## src/rtl/cms_pkg.sv

```systemverilog
// Shared constants for the continuous monitoring system: opcode values,
// packet field layout and the decoder's classification record.
package cms_pkg;

   localparam logic [6:0] OPC_BRANCH = 7'b1100011;
   localparam logic [6:0] OPC_JAL    = 7'b1101111;
   localparam logic [6:0] OPC_JALR   = 7'b1100111;

   localparam int OPCODE_W   = 7;
   localparam int INSTR_W    = 32;
   localparam int PC_OFFSET  = 0;

   // Instruction word sits directly above the program counter in the packet.
   function automatic int instr_offset(input int xlen);
      return xlen;
   endfunction

endpackage

```

## src/rtl/cms_instr_decoder.sv

```systemverilog
// Combinational opcode classifier. With CMS_BRANCH_FILTER_EN defined only
// control-flow instructions are events; otherwise every valid commit is.
module cms_instr_decoder
   import cms_pkg::*;
(
   input  logic [OPCODE_W-1:0] opcode,
   input  logic                pc_valid,
   output logic                is_branch,
   output logic                is_jal,
   output logic                is_jalr,
   output logic                is_event
);

   always_comb begin
      is_branch = (opcode == OPC_BRANCH);
      is_jal    = (opcode == OPC_JAL);
      is_jalr   = (opcode == OPC_JALR);
`ifdef CMS_BRANCH_FILTER_EN
      is_event  = pc_valid & (is_branch | is_jal | is_jalr);
`else
      is_event  = pc_valid;
`endif
   end

endmodule

```

## src/rtl/continuous_monitoring_system.sv

```systemverilog
// Captures committed instructions as {instr, pc} beats on an AXI-Stream master
// with tlast grouping. Optional control-flow filter: CMS_BRANCH_FILTER_EN.
module continuous_monitoring_system
   import cms_pkg::*;
#(
   parameter int XLEN           = 64,
   parameter int AXI_DATA_WIDTH = XLEN + 32
) (
   input  logic                      clk,
   input  logic                      rst_n,
   input  logic [INSTR_W-1:0]        instr,
   input  logic [XLEN-1:0]           pc,
   input  logic                      pc_valid,
   output logic                      M_AXIS_tvalid,
   input  logic                      M_AXIS_tready,
   output logic [AXI_DATA_WIDTH-1:0] M_AXIS_tdata,
   output logic                      M_AXIS_tlast,
   input  logic [31:0]               tlast_interval
);

   localparam int INSTR_OFF = instr_offset(XLEN);

   logic                      is_branch;
   logic                      is_jal;
   logic                      is_jalr;
   logic                      is_event;
   logic                      unused_class;

   logic                      tvalid_q, tvalid_d;
   logic                      tlast_q, tlast_d;
   logic [AXI_DATA_WIDTH-1:0] tdata_q, tdata_d;
   logic [31:0]               beat_cnt_q, beat_cnt_d;

   logic                      xfer;
   logic                      load;
   logic [31:0]               cnt_after;
   logic                      last_for_load;
   logic [AXI_DATA_WIDTH-1:0] packet;

   cms_instr_decoder u_decoder (
      .opcode    (instr[OPCODE_W-1:0]),
      .pc_valid  (pc_valid),
      .is_branch (is_branch),
      .is_jal    (is_jal),
      .is_jalr   (is_jalr),
      .is_event  (is_event)
   );

   assign unused_class = is_branch ^ is_jal ^ is_jalr;

   always_comb begin
      packet = '0;
      packet[PC_OFFSET +: XLEN]       = pc;
      packet[INSTR_OFF +: INSTR_W]    = instr;

      xfer = tvalid_q & M_AXIS_tready;
      // A stalled beat blocks the register, so events during a stall are lost.
      load = is_event & (~tvalid_q | M_AXIS_tready);

      // Counter value as it will stand once any beat leaving this edge is counted.
      cnt_after = beat_cnt_q;
      if (xfer) begin
         cnt_after = tlast_q ? 32'd0 : beat_cnt_q + 32'd1;
      end

      // >= (not ==) so that lowering the interval mid-group still closes it.
      last_for_load = (tlast_interval <= 32'd1) || (cnt_after >= tlast_interval - 32'd1);
   end

   always_comb begin
      tvalid_d   = tvalid_q;
      tdata_d    = tdata_q;
      tlast_d    = tlast_q;
      beat_cnt_d = cnt_after;
      if (load) begin
         tvalid_d = 1'b1;
         tdata_d  = packet;
         tlast_d  = last_for_load;
      end else if (xfer) begin
         tvalid_d = 1'b0;
      end
   end

   always_ff @(posedge clk or negedge rst_n) begin
      if (!rst_n) begin
         tvalid_q   <= 1'b0;
         tdata_q    <= '0;
         tlast_q    <= 1'b0;
         beat_cnt_q <= 32'd0;
      end else begin
         tvalid_q   <= tvalid_d;
         tdata_q    <= tdata_d;
         tlast_q    <= tlast_d;
         beat_cnt_q <= beat_cnt_d;
      end
   end

   assign M_AXIS_tvalid = tvalid_q;
   assign M_AXIS_tdata  = tdata_q;
   assign M_AXIS_tlast  = tlast_q;

endmodule

```

## config.mk

```make
export PLATFORM = sky130hd
export DESIGN_NAME = continuous_monitoring_system
export DESIGN_NICKNAME = d
export VERILOG_FILES = /design/src/rtl/cms_pkg.sv /design/src/rtl/cms_instr_decoder.sv /design/src/rtl/continuous_monitoring_system.sv
export SDC_FILE = /design/constraint.sdc
export NUM_CORES = 1
export LEC_CHECK = 0
export CORE_MARGIN = 8
export CORE_UTILIZATION = 49
export CTS_CLUSTER_DIAMETER = 50
export DETAILED_ROUTE_END_ITERATION = 7
export PLACE_DENSITY = 0.95
export SKIP_LAST_GASP = 1
export SYNTH_ARGS = -nofsm -noshare
export SYNTH_HDL_FRONTEND = slang
export SYNTH_SLANG_ARGS = --single-unit
export TNS_END_PERCENT = 1
```

## constraint.sdc

```tcl
create_clock -name clk -period 3.91 [get_ports clk]
set_clock_uncertainty 0.05 [all_clocks]
set_input_delay 0.391 -clock clk [delete_from_list [all_inputs] [get_ports clk]]
set_output_delay 0.391 -clock clk [all_outputs]
set_load 0.02 [all_outputs]
```

==> results.sh, run 1 <==
export IMPL_outcome="complete, no violations"
export IMPL_drv_cap=0
export IMPL_yosysSeqAreaShare=0.4963
export IMPL_io_pin_count=230
export IMPL_area_growth_pct=47.45
export IMPL_synth_top_family_by_area="multiplexers"
export IMPL_setup_tns_ps=0
export IMPL_rows=42
export IMPL_crit_type="reg2reg"
export IMPL_die_h_um=131.7
export IMPL_cts_max_path_buffers=2
export IMPL_drt_iter0_markers=388
export IMPL_r2r_start="beat_cnt_q[3]"
export IMPL_syn_area_per_cell_um2=11.68
export IMPL_cts_root_buf="clkbuf_16"
export IMPL_synth_simple_area_share=0.1435
export IMPL_reg2reg_to="M_AXIS_tlast"
export IMPL_hpwlAfterDp_mm=15.19
export IMPL_groute_usage_overall=0.2275
export IMPL_ys_dominant_reg_cell="dfrtp_1"
export IMPL_worstPathMaxFanout=12
export IMPL_die_width_um=131.7
export IMPL_finalHoldViolCount=0
export IMPL_post_place_cells=952
export IMPL_first_pass_iters=4
export IMPL_synth_edf_count=0
export IMPL_routed_wl_mm=19.67
export IMPL_syn_nets=728
export IMPL_arrival_ps=3530
export IMPL_ir_drop_v=0.0003878
export IMPL_netlist_area_um2=6555
export IMPL_post_cts_resized=0
export IMPL_ctsHoldBuffers=0
export IMPL_clock_sinks=130
export IMPL_fp_coreArea_um2=13140
export IMPL_synthMuxAreaShare=0.1710
export IMPL_yosysMostFrequentCell="dfrtp_1"
export IMPL_slew_headroom=0.5508
export IMPL_clkSlewWorstSetupHoldPaths_ps=60
export IMPL_final_area_um2=9666
export IMPL_rrSetupSlack_ps=650
export IMPL_worst_setup_path_end_kind="flop"
export IMPL_critPathLaunchType="flop"
export IMPL_start_util=0.4990
export IMPL_drc=0
export IMPL_yosys_area_share_xor_xnor=0.06814
export IMPL_ys_warn_count=0
export IMPL_synth_top_area_frac=0.4963
export IMPL_setup_violations=0
export IMPL_async_flop_share=1.000
export IMPL_layout_cells_non_filler=987
export IMPL_vias=5255
export IMPL_place_congestion=0.8331
export IMPL_h_tree_depth=4
export IMPL_ys_seq_elements=130
export IMPL_cts_tree="yes"
export IMPL_synth_area_leaders="dfrtp_1 50%, mux2_2 16%, ha_1 6.7%, xnor2_1 4.7%, nor2_1 2.4%"
export IMPL_drv_slew=0
export IMPL_cp_startpoint="beat_cnt_q[3]"
export IMPL_p_per_area_nw_per_um2=448.2
export IMPL_rr_worst_depth=10
export IMPL_p_leak_nw=4.009
export IMPL_overflow=0
export IMPL_synthCells=561
export IMPL_setup_worst_path_end="M_AXIS_tlast"
export IMPL_post_dp_cell_area_um2=9041
export IMPL_grt_max_degree=131
export IMPL_antenna_found_initial=3
export IMPL_fin_crit_sh=0.8330
export IMPL_hp_class="in2async"
export IMPL_fin_crit_ps=3257
export IMPL_synth_cell_types=43
export IMPL_die_area_um2=17330
export IMPL_fin_nets=962
export IMPL_wl_per_cell_um=19.92
export IMPL_synth_compound_area_frac=0.03760
export IMPL_drive_gt1_frac=0.1720
export IMPL_cp_required_ps=4180
export IMPL_synthAdderAreaFrac=0.06681
export IMPL_netlist_top_cells_count="130 x dfrtp_1, 96 x mux2_2, 42 x nor2_1"
export IMPL_max_freq_mhz=307.0
export IMPL_port_buffers=229
export IMPL_numCtsBuffers=17
export IMPL_post_cts_buffers=0
export IMPL_grt_pass1_wl_mm=30.99
export IMPL_tightest_slew_ps=673.8
export IMPL_antenna_left=0
export IMPL_rsz0062_at_grt="false"
export IMPL_clk_latency_ps=410
export IMPL_vias_per_cell=5.324
export IMPL_synth_top_area_cell="dfrtp_1"
export IMPL_grt_pass1_vias=5498
power breakdown:
part / leakage [nW] / internal, mW / switching (mW) / total (mW)
combinational: 2.13 / 0.559 / 0.497 / 1.06
sequential: 1.58 / 1.52 / 0.110 / 1.63
clock: 0.294 / 1.07 / 0.582 / 1.65
layout by cell type, fill, tap and decap left out, types with 12 or more instances in the layout:
cell / instances
nand3_1: 13
a21oi_1: 19
nor3_1: 19
clkbuf_16: 17
nand2_1: 31
xnor2_1: 35
ha_1: 35
and3_1: 12
nor4_1: 13
xor2_1: 16
nand4_1: 18
mux2_2: 96
o21ai_0: 13
clkdlybuf4s50_1: 228
dfrtp_1: 130
nor2_1: 42
worst min path at each step:
stage	depth (start not counted)	endpoint
after floorplan	0	M_AXIS_tdata[0]
after detailed placement	1	M_AXIS_tdata[84]
after CTS	2	M_AXIS_tdata[72]
after global routing	2	M_AXIS_tdata[65]
final	2	M_AXIS_tdata[65]
after global placement	1	M_AXIS_tdata[15]
logic make-up after synthesis:
family,after synthesis
mux,100
flops,130
xor+xnor,51
simple gates,179
compound gates,43
fa+ha+maj,35
buf+inv,23
registers in the layout, indices dropped and copies added, names as in the netlist:
signal / flops
M_AXIS_tdata: 96
M_AXIS_tlast: 1
M_AXIS_tvalid: 1
beat_cnt_q: 32
layer usage:
layer  vias to the layer above  GRT usage  part of all wire
met5                         -          0                 0
met4                         0     0.1027             0.034
met3                        40    0.06250             0.061
met2                       217     0.3901              0.50
met1                      2505     0.2602              0.40
li1                       2493          -                 -
critical path: stages, from the launching register on:
cell,delay (ps)
dfrtp_1,400
and3_1,300
nand4_1,430
or4b_1,670
xor2_1,160
nor2_1,90
ha_1,300
nand4_1,140
nor4_1,340
o31ai_1,120
a41oi_1,160
stage by stage:
stage               hold slack, ps  setup WS (ps)  power, mW    util
floorplan                    45.41           1076      2.115       -
global placement             434.8          376.8      2.658  0.6882
detailed placement           441.7          254.4      2.704  0.6882
CTS                          65.64          668.1      4.376  0.7351
global route                 87.49          315.0      4.522  0.7357
finish                       45.44          653.1      4.332  0.7357
cell type report:
class | count | area, um2
antenna | 3 | 7.507
clock buffer | 19 | 432.9
clock inverter | 13 | 183.9
fill | 841 | 3472
inverter | 4 | 15.01
multi-input combinational | 408 | 3201
sequential | 130 | 3253
tap | 176 | 220.2
timing repair buffer | 234 | 2352
(Power assumes the default switching activity.)
==> run 2: changes to the inputs <==
--- a/config.mk
+++ b/config.mk
@@ -6,10 +6,10 @@
 export NUM_CORES = 1
 export LEC_CHECK = 0
 export CORE_MARGIN = 8
-export CORE_UTILIZATION = 49
+export CORE_UTILIZATION = 41
 export CTS_CLUSTER_DIAMETER = 50
 export DETAILED_ROUTE_END_ITERATION = 7
-export PLACE_DENSITY = 0.95
+export PLACE_DENSITY = 0.88
 export SKIP_LAST_GASP = 1
 export SYNTH_ARGS = -nofsm -noshare
 export SYNTH_HDL_FRONTEND = slang
==> constraint.sdc (replaced) <==
create_clock -name clk -period 2.9 [get_ports clk]
set_clock_uncertainty 0.05 [all_clocks]
set_input_delay 0.29 -clock clk [delete_from_list [all_inputs] [get_ports clk]]
set_output_delay 0.29 -clock clk [all_outputs]
set_load 0.02 [all_outputs]
==> results.sh, run 2 (synthesized netlist as in run 1, its figures left out) <==
export IMPL_die_area_um2=20290
export IMPL_first_pass_iters=4
export IMPL_die_width_um=142.4
export IMPL_clock_sinks=130
export IMPL_antenna_found_initial=0
export IMPL_die_h_um=142.4
export IMPL_layout_cells_non_filler=1099
export IMPL_antenna_left=0
export IMPL_cp_required_ps=3120
export IMPL_vias_per_cell=5.015
export IMPL_vias=5511
export IMPL_arrival_ps=3110
export IMPL_n_fill_cell=1170
export IMPL_routed_wl_mm=19.56
export IMPL_outcome="complete, no violations"
export IMPL_finalHoldViolCount=0
export IMPL_r2r_start="beat_cnt_q[11]"
export IMPL_port_buffers=229
export IMPL_drv_cap=0
export IMPL_ir_drop_v=0.0003682
export IMPL_area_growth_pct=60.37
export IMPL_worst_setup_path_end_kind="flop"
export IMPL_rows=46
export IMPL_critPathSlowestCell="clkdlybuf4s50_1"
export IMPL_drv_slew=0
export IMPL_slew_headroom=0.5196
export IMPL_rrSetupSlack_ps=60
export IMPL_grt_pass1_wl_mm=29.10
export IMPL_overflow=0
export IMPL_drive_gt1_frac=0.2834
export IMPL_grt_pass1_vias=5562
export IMPL_final_area_um2=10510
export IMPL_place_congestion=0.8457
export IMPL_hpwlAfterDp_mm=14.83
export IMPL_top_usage_layer="met2"
export IMPL_met1_usage=0.2063
export IMPL_hold_ws_ps=445.3
export IMPL_worstPathCellList="clkdlybuf4s50_1, nand2_1, nor3_2, or4b_1, xor2_1, nor2_2, ha_1, nand4_1, buf_4, a21oi_1, nor4_1, a41oi_1"
export IMPL_grtUsageMet3=0.05367
export IMPL_fin_crit_sh=0.9993
export IMPL_setup_worst_path_end="M_AXIS_tlast"
export IMPL_drt_iter0_markers=248
export IMPL_io_pin_count=230
export IMPL_tightest_slew_ps=720.6
export IMPL_p_leak_nw=4.441
export IMPL_h_tree_depth=4
export IMPL_post_place_cells=1057
export IMPL_p_per_area_nw_per_um2=561.8
export IMPL_fin_nets=1036
export IMPL_fin_crit_ps=2898
export IMPL_cts_tree="yes"
export IMPL_cp_startpoint="M_AXIS_tready"
export IMPL_grt_util_met2=0.3259
export IMPL_clk_latency_ps=400
export IMPL_fp_coreArea_um2=15770
export IMPL_setup_violations=0
export IMPL_clkSlewWorstSetupHoldPaths_ps=60
export IMPL_post_dp_cell_area_um2=9604
export IMPL_hp_class="in2async"
export IMPL_reg2reg_to="M_AXIS_tlast"
export IMPL_start_util=0.4157
export IMPL_largest_register_ff_count=96
export IMPL_setup_tns_ps=0
export IMPL_critical_path_max_stage_delay_ps=550
export IMPL_cts_root_buf="clkbuf_16"
export IMPL_numCtsBuffers=17
export IMPL_layout_commonest_cell="clkdlybuf4s50_1"
export IMPL_rr_worst_depth=11
export IMPL_final_cell_mix="224 x clkdlybuf4s50_1, 128 x dfrtp_1, 96 x mux2_2"
export IMPL_max_freq_mhz=345.1
export IMPL_grt_max_degree=131
export IMPL_groute_usage_overall=0.1826
export IMPL_critPathLaunchType="input port"
export IMPL_cts_max_path_buffers=2
export IMPL_rsz0062_at_grt="true"
export IMPL_crit_type="in2reg"
export IMPL_drc=0
export IMPL_wl_per_cell_um=17.80
export IMPL_worstPathMaxFanout=4
-- run 2: cell types whose count changed in the layout (fill, tap and decap cells not counted), sizes merged, moves of 2 or more --
cell           previous run  this run
clkinvlp                  3         6
clkinv                    4         2
buf                       6        79
clkdlybuf4s50           228       224
dlymetal6s2s              0         4
diode                     3         1
-- run 2: layer usage --
| metal | up-vias | part of all wire |
|---|---|---|
| met5 | - | 0 |
| met4 | 0 | 0.012 |
| met3 | 15 | 0.075 |
| met2 | 186 | 0.52 |
| met1 | 2665 | 0.40 |
| li1 | 2645 | - |
-- run 2: power by group --
part	switching, mW	internal (mW)
clock network	0.813	1.36
registers	0.135	2.05
logic	0.708	0.841
-- run 2: per-stage QoR --
step / worst slack (ps) / power (mW) / util
after global routing: -117.0 / 6.145 / 0.6665
final: 1.986 / 5.906 / 0.6666
after global placement: -411.2 / 3.671 / 0.6090
after CTS: 14.71 / 5.921 / 0.6488
after detailed placement: -478.4 / 3.731 / 0.6090
after floorplan: 163.1 / 2.851 / -
-- run 2: cell type report --
cell class                 count  area [um2]  share of cell area
sequential                   130        3256              0.3097
inverter                       4       15.01            0.001428
tap                          216       270.3             0.02571
clock buffer                  18       429.2             0.04082
antenna                        1       2.502           0.0002380
timing repair buffer         308        2953              0.2809
multi-input combinational    408        3408              0.3242
clock inverter                14       178.9             0.01702
-- run 2: worst max-delay path: cells and delay by family --
kind                     cells  cell delay (ps)
AND/OR/NAND/NOR              6             1440
buffers and inverters        2              680
adder cells (fa/ha/maj)      1              310
XOR/XNOR                     1              200
AO/OA/AOI/OAI                2              170
-- run 2: how the worst min path moves through the flow --
stage                start                to  slack [ps]  depth (start not counted)
finish               rst_n  M_AXIS_tdata[49]         450                          3
global route        pc[32]  M_AXIS_tdata[32]         440                          2
CTS                 pc[27]  M_AXIS_tdata[27]         440                          2
detailed placement   rst_n  M_AXIS_tdata[49]         410                          2
global placement     rst_n  M_AXIS_tdata[46]         410                          2
floorplan            rst_n   M_AXIS_tdata[0]         -60                          0
-- run 2: what timing repair did --
action | in CTS | in global routing
endpoints found under the hold margin | 78 | 0
gates resized for setup | 2 | 51
setup buffers | 0 | 8
hold buffers | 1 | 0
pin swaps | 0 | 17
endpoints found under the setup margin | 1 | 1
==> run 3: changes to the inputs <==
--- a/config.mk
+++ b/config.mk
@@ -5,11 +5,12 @@
 export SDC_FILE = /design/constraint.sdc
 export NUM_CORES = 1
 export LEC_CHECK = 0
+export CAP_MARGIN = 20
 export CORE_MARGIN = 8
-export CORE_UTILIZATION = 41
-export CTS_CLUSTER_DIAMETER = 50
+export CORE_UTILIZATION = 49
+export CTS_CLUSTER_DIAMETER = 120
 export DETAILED_ROUTE_END_ITERATION = 7
-export PLACE_DENSITY = 0.88
+export PLACE_DENSITY = 0.95
 export SKIP_LAST_GASP = 1
 export SYNTH_ARGS = -nofsm -noshare
 export SYNTH_HDL_FRONTEND = slang
==> constraint.sdc (replaced) <==
create_clock -name clk -period 3.6 [get_ports clk]
set_clock_uncertainty 0.05 [all_clocks]
set_input_delay 0.36 -clock clk [delete_from_list [all_inputs] [get_ports clk]]
set_output_delay 0.36 -clock clk [all_outputs]
set_load 0.02 [all_outputs]
==> results.sh, run 3 (synthesized netlist as in run 1, its figures left out) <==
export IMPL_fin_nets=970
export IMPL_clkSlewWorstSetupHoldPaths_ps=60
export IMPL_critical_path_max_stage_delay_ps=410
export IMPL_vias=5391
export IMPL_p_per_area_nw_per_um2=484.5
export IMPL_outcome="complete, no violations"
export IMPL_die_h_um=131.7
export IMPL_drive_gt1_frac=0.1826
export IMPL_numCtsBuffers=17
export IMPL_cts_tree="yes"
export IMPL_rsz0062_at_grt="false"
export IMPL_die_area_um2=17330
export IMPL_clk_latency_ps=410
export IMPL_arrival_ps=3500
export IMPL_ir_drop_v=0.0003667
export IMPL_worstPathCellList="ha_1, and2_1, nand3_1, or3_1, a21oi_1, ha_1, nand4_1, nor3_1, nor4b_1, o31ai_1, a41oi_1"
export IMPL_worstPathMaxFanout=9
export IMPL_layout_commonest_cell="clkdlybuf4s50_1"
export IMPL_die_width_um=131.7
export IMPL_r2r_start="beat_cnt_q[0]"
export IMPL_place_congestion=0.8700
export IMPL_drv_cap=0
export IMPL_setup_tns_ps=0
export IMPL_ctsHoldBuffers=0
export IMPL_cts_root_buf="clkbuf_16"
export IMPL_n_fill_cell=837
export IMPL_cp_common_cell="ha_1"
export IMPL_overflow=0
export IMPL_area_growth_pct=48.20
export IMPL_final_cell_mix="228 x clkdlybuf4s50_1, 130 x dfrtp_1, 96 x mux2_2"
export IMPL_rows=42
export IMPL_critPathLaunchType="flop"
export IMPL_setup_violations=0
export IMPL_reg2reg_to="M_AXIS_tlast"
export IMPL_wl_per_cell_um=21.27
export IMPL_slew_headroom=0.4093
export IMPL_tightest_slew_ps=886.1
export IMPL_post_cts_buffers=0
export IMPL_report_power_total_mw=4.707
export IMPL_post_cts_resized=0
export IMPL_regArea_um2=3253
export IMPL_worst_setup_path_end_kind="flop"
export IMPL_grt_max_degree=71
export IMPL_p_sw_frac=0.2819
export IMPL_cts_max_path_buffers=2
export IMPL_drv_slew=0
export IMPL_start_util=0.4990
export IMPL_port_buffers=229
export IMPL_drt_iter0_markers=384
export IMPL_fp_coreArea_um2=13140
export IMPL_multi_input_comb_area_um2=3201
export IMPL_crit_type="reg2reg"
export IMPL_p_int_mw=3.380
export IMPL_vias_per_cell=5.402
export IMPL_cp_required_ps=3880
export IMPL_post_place_cells=960
export IMPL_largest_register_ff_count=96
export IMPL_rr_worst_depth=11
export IMPL_grt_pass1_vias=5627
export IMPL_p_switching_mw=1.327
export IMPL_h_tree_depth=4
export IMPL_hp_class="in2async"
export IMPL_clkPwrFrac=0.375
export IMPL_antenna_left=0
export IMPL_grt_pass1_wl_mm=32.89
export IMPL_clock_sinks=130
export IMPL_critPathSlowestCell="dfrtp_1"
export IMPL_routed_wl_mm=21.23
export IMPL_hpwlAfterDp_mm=16.11
export IMPL_rrSetupSlack_ps=370
export IMPL_finalHoldViolCount=0
export IMPL_fin_crit_ps=3227
export IMPL_max_freq_mhz=309.9
export IMPL_fin_crit_sh=0.8963
export IMPL_layout_cells_non_filler=998
export IMPL_pwr_share_comb=0.247
export IMPL_first_pass_iters=4
export IMPL_io_pin_count=230
export IMPL_p_seq_frac=0.378
export IMPL_antenna_found_initial=5
export IMPL_groute_usage_overall=0.2441
export IMPL_drc=0
export IMPL_p_leak_nw=4.040
-- run 3: stage by stage --
| stage | worst slack (ps) | instance area [um2] | hold slack, ps | util |
|---|---|---|---|---|
| 2_1_floorplan | 797.3 | 6555 | 14.41 | - |
| 3_3_place_gp | 162.0 | 9089 | 434.5 | 0.6918 |
| 3_5_place_dp | 93.87 | 9089 | 441.9 | 0.6918 |
| 4_1_cts | 450.4 | 9699 | 49.77 | 0.7383 |
| 5_1_grt | 203.6 | 9712 | 91.95 | 0.7392 |
| 6_report | 373.3 | 9714 | 2.668 | 0.7394 |
-- run 3: layout make-up --
class                   count  share of cell area
flip-flops and latches    130              0.3349
diodes                      6            0.001546
clock inverters            13             0.01623
multi-input cells         408              0.3295
inverters                   4            0.001546
repair buffers            242              0.2470
clock buffers              19             0.04663
well taps                 176             0.02267
-- run 3: power groups by stage --
stage	clock network, mW	logic (mW)	registers [mW]
5_1_grt	1.87	1.24	1.80
4_1_cts	1.79	1.18	1.78
3_5_place_dp	0	1.16	1.79
2_1_floorplan	0	0.322	1.97
6_report	1.76	1.16	1.78
3_3_place_gp	0	1.12	1.77
-- run 3: critical path: cells and delay by family, from the launching register on --
family | cells | cell delay, ps
compound gates | 3 | 560
flops | 1 | 410
simple gates | 6 | 1680
fa+ha+maj | 2 | 450
-- run 3: worst max-delay path by stage --
stage | from | to | cells after the start
floorplan | tlast_interval[19] | M_AXIS_tlast | 10
global placement | tlast_interval[16] | M_AXIS_tlast | 11
finish | beat_cnt_q[0] | M_AXIS_tlast | 11
CTS | beat_cnt_q[0] | M_AXIS_tlast | 11
global route | beat_cnt_q[0] | M_AXIS_tlast | 11
detailed placement | tlast_interval[4] | M_AXIS_tlast | 12
-- run 3: layer usage --
layer  global-route usage  up-vias  wire [um]
met5                    0        -          0
met4               0.1040        0        601
met3              0.06593       34       1233
met2               0.4352      218      10980
met1               0.2682     2622       8420
li1                     -     2517          -
